$ cat config.mk
export PLATFORM = sky130hd
export DESIGN_NAME = conv2d_adder_sched
export DESIGN_NICKNAME = d
export VERILOG_FILES = /design/src/rtl/conv2d_adder_sched.sv
export SDC_FILE = /design/constraint.sdc
export NUM_CORES = 1
export LEC_CHECK = 0
export ABC_AREA = 1
export BUFFER_PORTS_ARGS = -buffer_cell sky130_fd_sc_hd__buf_2
export CAP_MARGIN = 20
export CORE_UTILIZATION = 55
export DETAILED_ROUTE_END_ITERATION = 16
export PLACE_DENSITY = 0.8
export SYNTH_ARGS = -nofsm -noshare
export SYNTH_HDL_FRONTEND = slang
export SYNTH_SLANG_ARGS = --single-unit
$ cat constraint.sdc
create_clock -name clk_i -period 2.1 [get_ports clk_i]
set_input_delay 0 -clock clk_i [delete_from_list [all_inputs] [get_ports clk_i]]
set_output_delay 0 -clock clk_i [all_outputs]
set_load 0.005 [all_outputs]
$ cat src/rtl/conv2d_adder_sched.sv
// ---------------------------------------------------------------------------
// conv2d_adder_sched
//
// Sequencer for a 16-lane conv2d adder bank. It walks one output feature map
// in row -> col -> group order (group innermost), firing one adder pass per
// step and handing every 16-lane sum to writeback with a result tag.
//
// Optional feature: define ADDER_TIMEOUT_EN to add a watchdog on the adder.
// If no adder_valid arrives within TMO_CYC cycles of FIRE, the map is
// aborted and err_timeout_o is set. Without the macro, WAIT_SUM waits forever
// and err_timeout_o is tied to 0.
//
// Ports
//   clk_i, rst_ni            clock (rising edge), async active-low reset
//   cfg_start_i              1-cycle start pulse, accepted only in IDLE
//   cfg_width_i/height_i     output columns/rows (0 behaves as 1)
//   cfg_groups_i             filter groups minus 1
//   busy_o, done_o           map in progress / 1-cycle completion pulse
//   prod_valid_i, prod_ack_o MAC products ready / products consumed
//   start_adder_o            1-cycle kick to the adder bank
//   bias_sel_o               bias bank index (current group)
//   adder_valid_i            AND of the 16 lane valids
//   out_valid_o/out_ready_i  result handshake toward writeback
//   out_row_o/col_o/grp_o    result tag
//   err_timeout_o            sticky adder watchdog flag
//   dbg_state_o              current FSM state encoding
//
// Handshake: a result transfers on a rising edge where out_valid_o and
// out_ready_i are both high. Once raised, out_valid_o and the tags stay
// constant until that transfer; out_valid_o never depends on out_ready_i.
// ---------------------------------------------------------------------------
module conv2d_adder_sched #(
    parameter int DIM_W = 8,
    parameter int GRP_W = 4
`ifdef ADDER_TIMEOUT_EN
    ,
    parameter int TMO_CYC = 64
`endif
) (
    input  logic             clk_i,
    input  logic             rst_ni,
    input  logic             cfg_start_i,
    input  logic [DIM_W-1:0] cfg_width_i,
    input  logic [DIM_W-1:0] cfg_height_i,
    input  logic [GRP_W-1:0] cfg_groups_i,
    output logic             busy_o,
    output logic             done_o,
    input  logic             prod_valid_i,
    output logic             prod_ack_o,
    output logic             start_adder_o,
    output logic [GRP_W-1:0] bias_sel_o,
    input  logic             adder_valid_i,
    output logic             out_valid_o,
    input  logic             out_ready_i,
    output logic [DIM_W-1:0] out_row_o,
    output logic [DIM_W-1:0] out_col_o,
    output logic [GRP_W-1:0] out_grp_o,
    output logic             err_timeout_o,
    output logic [2:0]       dbg_state_o
);

    typedef enum logic [2:0] {
        S_IDLE      = 3'd0,
        S_WAIT_PROD = 3'd1,
        S_FIRE      = 3'd2,
        S_WAIT_SUM  = 3'd3,
        S_EMIT      = 3'd4,
        S_DONE      = 3'd5
    } state_e;

    state_e           state_q;
    logic [DIM_W-1:0] row_q, col_q, w_last_q, h_last_q;
    logic [GRP_W-1:0] grp_q, g_last_q;
    logic             busy_q, done_q, ack_q, start_q, out_valid_q;

    logic [DIM_W-1:0] row_d, col_d;
    logic [GRP_W-1:0] grp_d;
    logic             last_step;

`ifdef ADDER_TIMEOUT_EN
    localparam int TMO_W = $clog2(TMO_CYC + 1);
    logic [TMO_W-1:0] tmo_q;
    logic             err_q;
`endif

    // Next position in row -> col -> group order. After the last step the
    // counters return to zero so the tags read 0 while idle.
    always_comb begin
        row_d     = row_q;
        col_d     = col_q;
        grp_d     = grp_q;
        last_step = (row_q == h_last_q) && (col_q == w_last_q) && (grp_q == g_last_q);
        if (grp_q == g_last_q) begin
            grp_d = '0;
            if (col_q == w_last_q) begin
                col_d = '0;
                row_d = row_q + DIM_W'(1);
            end else begin
                col_d = col_q + DIM_W'(1);
            end
        end else begin
            grp_d = grp_q + GRP_W'(1);
        end
        if (last_step) begin
            row_d = '0;
            col_d = '0;
            grp_d = '0;
        end
    end

    always_ff @(posedge clk_i or negedge rst_ni) begin
        if (!rst_ni) begin
            state_q     <= S_IDLE;
            row_q       <= '0;
            col_q       <= '0;
            grp_q       <= '0;
            w_last_q    <= '0;
            h_last_q    <= '0;
            g_last_q    <= '0;
            busy_q      <= 1'b0;
            done_q      <= 1'b0;
            ack_q       <= 1'b0;
            start_q     <= 1'b0;
            out_valid_q <= 1'b0;
`ifdef ADDER_TIMEOUT_EN
            tmo_q       <= '0;
            err_q       <= 1'b0;
`endif
        end else begin
            // Single-cycle pulses default low.
            start_q <= 1'b0;
            ack_q   <= 1'b0;
            done_q  <= 1'b0;
            case (state_q)
                S_IDLE: begin
                    if (cfg_start_i) begin
                        // Store last indices so a zero dimension behaves as 1.
                        w_last_q <= (cfg_width_i  == '0) ? '0 : cfg_width_i  - DIM_W'(1);
                        h_last_q <= (cfg_height_i == '0) ? '0 : cfg_height_i - DIM_W'(1);
                        g_last_q <= cfg_groups_i;
                        row_q    <= '0;
                        col_q    <= '0;
                        grp_q    <= '0;
                        busy_q   <= 1'b1;
`ifdef ADDER_TIMEOUT_EN
                        err_q    <= 1'b0;
`endif
                        state_q  <= S_WAIT_PROD;
                    end
                end
                S_WAIT_PROD: begin
                    if (prod_valid_i) begin
                        start_q <= 1'b1;
                        ack_q   <= 1'b1;
                        state_q <= S_FIRE;
                    end
                end
                S_FIRE: begin
                    // adder_valid during FIRE is stale and deliberately ignored.
`ifdef ADDER_TIMEOUT_EN
                    tmo_q   <= TMO_W'(1);
`endif
                    state_q <= S_WAIT_SUM;
                end
                S_WAIT_SUM: begin
                    if (adder_valid_i) begin
                        out_valid_q <= 1'b1;
                        state_q     <= S_EMIT;
                    end
`ifdef ADDER_TIMEOUT_EN
                    // tmo_q counts cycles since FIRE; abort lands in IDLE
                    // exactly TMO_CYC cycles after FIRE.
                    else if (tmo_q == TMO_W'(TMO_CYC - 1)) begin
                        err_q   <= 1'b1;
                        busy_q  <= 1'b0;
                        state_q <= S_IDLE;
                    end else begin
                        tmo_q <= tmo_q + TMO_W'(1);
                    end
`endif
                end
                S_EMIT: begin
                    if (out_ready_i) begin
                        out_valid_q <= 1'b0;
                        row_q       <= row_d;
                        col_q       <= col_d;
                        grp_q       <= grp_d;
                        if (last_step) begin
                            done_q  <= 1'b1;
                            state_q <= S_DONE;
                        end else begin
                            state_q <= S_WAIT_PROD;
                        end
                    end
                end
                S_DONE: begin
                    busy_q  <= 1'b0;
                    state_q <= S_IDLE;
                end
                default: state_q <= S_IDLE;
            endcase
        end
    end

    assign busy_o        = busy_q;
    assign done_o        = done_q;
    assign prod_ack_o    = ack_q;
    assign start_adder_o = start_q;
    assign bias_sel_o    = grp_q;
    assign out_valid_o   = out_valid_q;
    assign out_row_o     = row_q;
    assign out_col_o     = col_q;
    assign out_grp_o     = grp_q;
    assign dbg_state_o   = state_q;
`ifdef ADDER_TIMEOUT_EN
    assign err_timeout_o = err_q;
`else
    assign err_timeout_o = 1'b0;
`endif

endmodule
# ---- Word-level counts from Yosys, hierarchy flattened
# Cells that the tools add are included.
dict set report op_classes {
  bitwise 0
  mux 34
  n_reduce_logical 15
  n_mul 0
  div 0
  n_addsub 5
  order_cmp 0
  shifts 0
  n_eq_ne 14
}
# operator n
set ops {}
lappend ops {{$mux 8} 11}
lappend ops {{$pmux 8 s2} 2}
lappend ops {{$add 8x1->8 const B} 2}
lappend ops {{$eq 8x8->1} 2}
lappend ops {{$logic_not 8->1} 2}
lappend ops {{$mux 4} 4}
lappend ops {{$sub 8x1->8 const B} 2}
lappend ops {{$mux 3} 5}
lappend ops {{$pmux 3 s5} 1}
lappend ops {{$mux 1} 8}
lappend ops {{$ne 2x2->1 const B} 4}
lappend ops {{$pmux 4 s2} 1}
lappend ops {{$reduce_and 4->1} 2}
lappend ops {{$eq 3x2->1 const B} 2}
lappend ops {{$eq 3x3->1 const B} 2}
lappend ops {{$ne 3x3->1 const B} 2}
lappend ops {{$reduce_and 3->1} 2}
lappend ops {{$reduce_bool 2->1} 3}
lappend ops {{$reduce_and 5->1} 1}
lappend ops {{$add 4x1->4 const B} 1}
lappend ops {{$eq 4x4->1} 1}
lappend ops {{$pmux 1 s2} 2}
lappend ops {{$reduce_and 2->1} 2}
lappend ops {{$eq 3x1->1 const B} 1}
lappend ops {{other kinds (2)} 3}
dict set report word_totals {
  latchBits 0
  regBits 47
  romBits 0
  mem_count 0
  ram_bits 0
  input_bits 26
}

# ---- Logic depth before layout (Yosys ltp)
dict set report depth {
  depth_word 6
  ltp_mapped 11
  ltp_nobuf 11
}

# ---- Worst setup path after synthesis
# No wires, ideal clock.
dict set report synth_path {
  kind {register to register}
  startpoint {reg state_q[0] (netlist: dbg_state_o[0])}
  endpoint {reg row_q[0] (netlist: out_row_o[0])}
  setup_ps 118
  arrival_time_ps 1395
  path_buffers 0
  stages_incl_launch_ff 11
  path_slack_ps 587
  synth_period_minus_slack_ps 1513
  path_cell_list {dfrtp_1 inv_2 nand2_1 nor2_1 nand2_2 inv_2 nor2_4 a21oi_4 o21ai_2 nand2_1 nand2_1}
}
dict set report synth_between {
  elab_chain_len 3
  elab_cells_between_ends 9
  cone_classes {eq/ne (5); mux (1); reduce/logical (3)}
}
# item line
set synth_rtl {}
lappend synth_rtl {{start, declared} 71} ;# state_e state_q;
lappend synth_rtl {{start signal, assigned} 113} ;# state_q <= S_IDLE;
lappend synth_rtl {{start signal, assigned} 148} ;# state_q <= S_WAIT_PROD;
lappend synth_rtl {{start signal, assigned} 155} ;# state_q <= S_FIRE;
lappend synth_rtl {{$eq 3x3->1 / $logic_not 3->1 (equally long branches)} 134} ;# case (state_q)
lappend synth_rtl {{$ne 3x3->1 (no line) (tied with other cells)} n/a}
lappend synth_rtl {{$reduce_and 5->1 (no line)} n/a}
lappend synth_rtl {{end signal, assigned} 185} ;# row_q <= row_d;
lappend synth_rtl {{end, declared} 72} ;# logic [DIM_W-1:0] row_q, col_q, w_last_q, h_last_q;
# Several ways; a longest one is shown, not always the timed one.
# A chain may end at the register's enable or synchronous reset.

# ---- Worst setup path in the final report
dict set report layout_path {
  startpoint {reg state_q[1] (netlist: dbg_state_o[1])}
  endpoint {reg h_last_q[2]}
}
dict set report layout_between {
  elab_chain_len 2
}
# item line
set layout_rtl {}
lappend layout_rtl {{$logic_not 3->1} 134}
lappend layout_rtl {{$reduce_and 2->1 (no line)} n/a}
lappend layout_rtl {{end signal, assigned} 139} ;# h_last_q <= (cfg_height_i == '0) ? '0 : cfg_height_i - DIM_W'(1);
lappend layout_rtl {{end, declared} 72}
# No other way between the ends.

==> key figures <==
Outcome
  – Status: finished clean

Setup path
  – Delay-heaviest family, CP: simple AND/OR/NAND/NOR gates
  – Worst R2R Path Depth: 8
  – Worst Path Arrival: between 1.5 and 2 ns
  – Biggest cell delay along the critical path: 0.44 ns
  – Worst Path Required: 2.31 ns
  – Critical path class: reg2reg
  – CP Cell Sequence: inv_2 -> nand2_1 -> nor2_1 -> nand2_2 -> inv_2 -> buf_4 -> nand2_1 -> o21ai_0
  – CP Buf/Inv Count: 3
  – Crit path from: dbg_state_o[1]
  – RR Startpoint: dbg_state_o[1]
  – CP endpoint kind: flop
  – CP Launch Type: flop
  – Critical-path top delay cell: dfrtp_1
  – Critical path depth: 8
  – Critical path fanouts, max: 22

Clock tree
  – Root buf cell: clkbuf_8
  – Clk buf depth: 2
  – Number of buffers created by CTS: 5
  – Reg clk slew, reported paths: 0.09 ns
  – Post-CTS Setup Inserts: 0
  – Sink Count: 47
  – Max H-tree Level: 2
  – CTS tree: built
  – Latest clock arrival within the worst-skew pair: approximately 0.30 ns

Synthesis
  – Syn Nets: 421
  – Cells after Synth: 390
  – Syn_area_per_cell: 7.31 um2
  – Seq cells post-synth: 47
  – Cell Area, Synth: 2850 um2
  – Yosys warns: 0
  – Synth cell types: 28
  – Seq/Total Area, Yosys: 0.413

Power
  – Sw Pwr: about 1400 uW
  – Worst vdd ir: 0.428 mV
  – Sw frac: 0.385
  – Pint: 2210 uW
  – Sequential share of power: 0.387
  – Pwr Density: 1050 nW/um2
  – Leakage: between 0.0015 and 0.002 uW
  – Clock share of power: 0.216
  – Power share of the combinational group: 0.397

Die
  – Initial Util: 0.588
  – Area of the core: just under 5000 um2
  – Die area: about 5500 um2
  – Top-Level Pins: between 50 and 60
  – Die width: 74.0 um
  – Die height: 74.0 um
  – # rows: 25

Finish
  – Finished Layout Cells: 528
  – Layout cell share with drive strength beyond 1: 0.187
  – FILL cells: 407
  – Ant diodes: 0
  – Final nets: 491
  – Post-layout instance area: 3430 um2
  – Layout area overhead: 20.3%

Run
  – Max-cap violations: 0

Global route
  – Initial antenna violation count: 0
  – Largest net degree at the start of global routing: 31
  – Total gr overflow: 0
  – First-pass GRT wire length: 10700 um
  – Total Routing Usage GR: 0.252
  – Vias in the first global route: 2450

Placement
  – Pre-CTS setup slack: 0.358 ns
  – # placed instances: 509
  – Port bufs: 57
  – Post-detail-place hpwl: around 4700 um
  – Placer Congestion: between 0.8 and 0.9
  – Post-DP Area: 3180 um2

Timing
  – Period utilization: 0.841
  – Fin worst setup slack: around 0.33 ns
  – RSZ-0062 raised after global routing: no
  – Number of setup violations in the final report: 0
  – Tmin final: 1.77 ns
  – Clock skew: 0.00735 ns
  – Setup TNS: 0 ns
  – Hold Vio Cnt, Final: 0
  – Fmax: 0.566 GHz
  – Final Max Tran Viols: 0
  – Hold slack: 0.0108 ns

Routing
  – DR vias/cell: 5.03
  – DR pass1 iterations: 5
  – Final WL: 6380 um
  – Post-DRT Antenna Nets: 0
  – # DRC: 0
  – Starting DRT DRC Count: 189
  – Via count: 2657
  – Routed WL per cell: 12.1 um

Worst hold path
  – Tightest Hold Check Type: in2reg
  – WHS Path Cells: 4
  – Min-delay src: adder_valid_i
-- layout make-up --
cell class | instances | area [um2] | share of cell area
multi-input cells | 276 | 1390 | 0.405
flip-flops and latches | 47 | 1180 | 0.343
repair buffers | 73 | 433 | 0.126
inverters | 57 | 215 | 0.0628
well taps | 67 | 83.8 | 0.0245
clock buffers | 6 | 72.6 | 0.0212
clock inverters | 2 | 60.1 | 0.0175
-- layout by cell type (no fill, tap or decap) --
cell	Yosys	layout
xor2_1	13	13
inv_2	6	6
ha_1	5	5
o31ai_1	1	1
clkbuf_8	0	5
buf_2	3	57
o21a_1	1	1
nand3_2	1	1
nand3_1	30	30
bufinv_16	0	2
nand2_1	113	113
nand4_1	2	2
inv_1	50	50
clkinv_2	1	1
nor2_4	4	4
dfrtp_1	47	47
nand2_2	2	2
a21oi_1	7	7
buf_4	6	5
nor3b_1	1	1
nor3_1	10	10
a21oi_4	1	1
o21ai_1	2	2
clkbuf_1	0	1
dlygate4sd3_1	0	11
conb_1	1	1
xnor2_1	9	9
o21ai_0	18	18
nor2_1	40	40
o21ai_2	2	2
o22ai_1	13	13
-- worst reg2reg max path: stages (launching register included) --
cell and delay (ns):
dfrtp_1 0.44, inv_2 0.11, nand2_1 0.08, nor2_1 0.15
nand2_2 0.14, inv_2 0.11, buf_4 0.25, nand2_1 0.19
o21ai_0 0.20
-- kinds of logic after synthesis --
group | Yosys count | share of synthesized area
other | 1 | 0.00132
buffers and inverters | 67 | 0.101
AOI/OAI and AO/OA | 45 | 0.0931
adders and majority gates | 5 | 0.0220
DFF | 47 | 0.413
xor gates and xnor gates | 22 | 0.0676
and+or+nand+nor | 203 | 0.303
-- flip-flops by register name, summed over array words and instances (netlist names), 3 cells and up --
name / count
g_last_q: 4
h_last_q: 8
out_row_o: 8
out_col_o: 8
dbg_state_o: 3
bias_sel_o: 4
w_last_q: 8
-- Yosys cell counts --
cell	n	area [um2]
a21oi_1	7	35.0
a21oi_4	1	16.3
buf_2	3	15.0
buf_4	6	45.0
buf_6	1	11.3
clkinv_2	1	5.00
conb_1	1	3.75
dfrtp_1	47	1180
ha_1	5	62.6
inv_1	50	188
inv_2	6	22.5
nand2_1	113	424
nand2_2	2	12.5
nand3_1	30	150
nand3_2	1	10.0
nand4_1	2	12.5
nor2_1	40	150
nor2_4	4	45.0
nor3_1	10	50.1
nor3b_1	1	7.51
o21a_1	1	7.51
o21ai_0	18	90.1
o21ai_1	2	10.0
o21ai_2	2	17.5
o22ai_1	13	81.3
o31ai_1	1	7.51
xnor2_1	9	78.8
xor2_1	13	114
-- routing by layer --
layer	share of wire	global-route usage	wire (um)	vias up
met5	0	0	0	-
met4	0.015	0.0748	93	0
met3	0.047	0.0407	303	10
met2	0.48	0.431	3050	85
met1	0.46	0.331	2930	1199
li1	-	-	-	1363
-- final timing paths --
check	endpoint	slack (ns)
worst max-delay path	h_last_q[2]	0.33
worst min-delay path	dbg_state_o[1]	0.01
worst max register to register	h_last_q[2]	0.33
worst min register to register	g_last_q[3]	0.51
max in group asynchronous	h_last_q[2]	1.23
min in group asynchronous	start_adder_o	0.15
-- metrics by stage --
step,util,total power [uW]
finish,0.707,3590
global route,0.707,3880
CTS,0.707,3600
detailed placement,0.657,2800
global placement,0.657,2760
floorplan,-,2410
-- power groups by stage --
stage                     registers [uW]  logic, uW  clock network (uW)
after global routing                1430       1630                 820
after CTS                           1380       1430                 785
after detailed placement            1400       1400                   0
after global placement              1390       1370                   0
final                               1390       1420                 776
after floorplan                     1370       1040                   0
-- timing repair --
action                                 in CTS  in global routing
resized for setup                           0                  0
endpoints found under the hold margin      27                  0
hold buffers                               11                  0
Power figures use the tool's default switching activity.
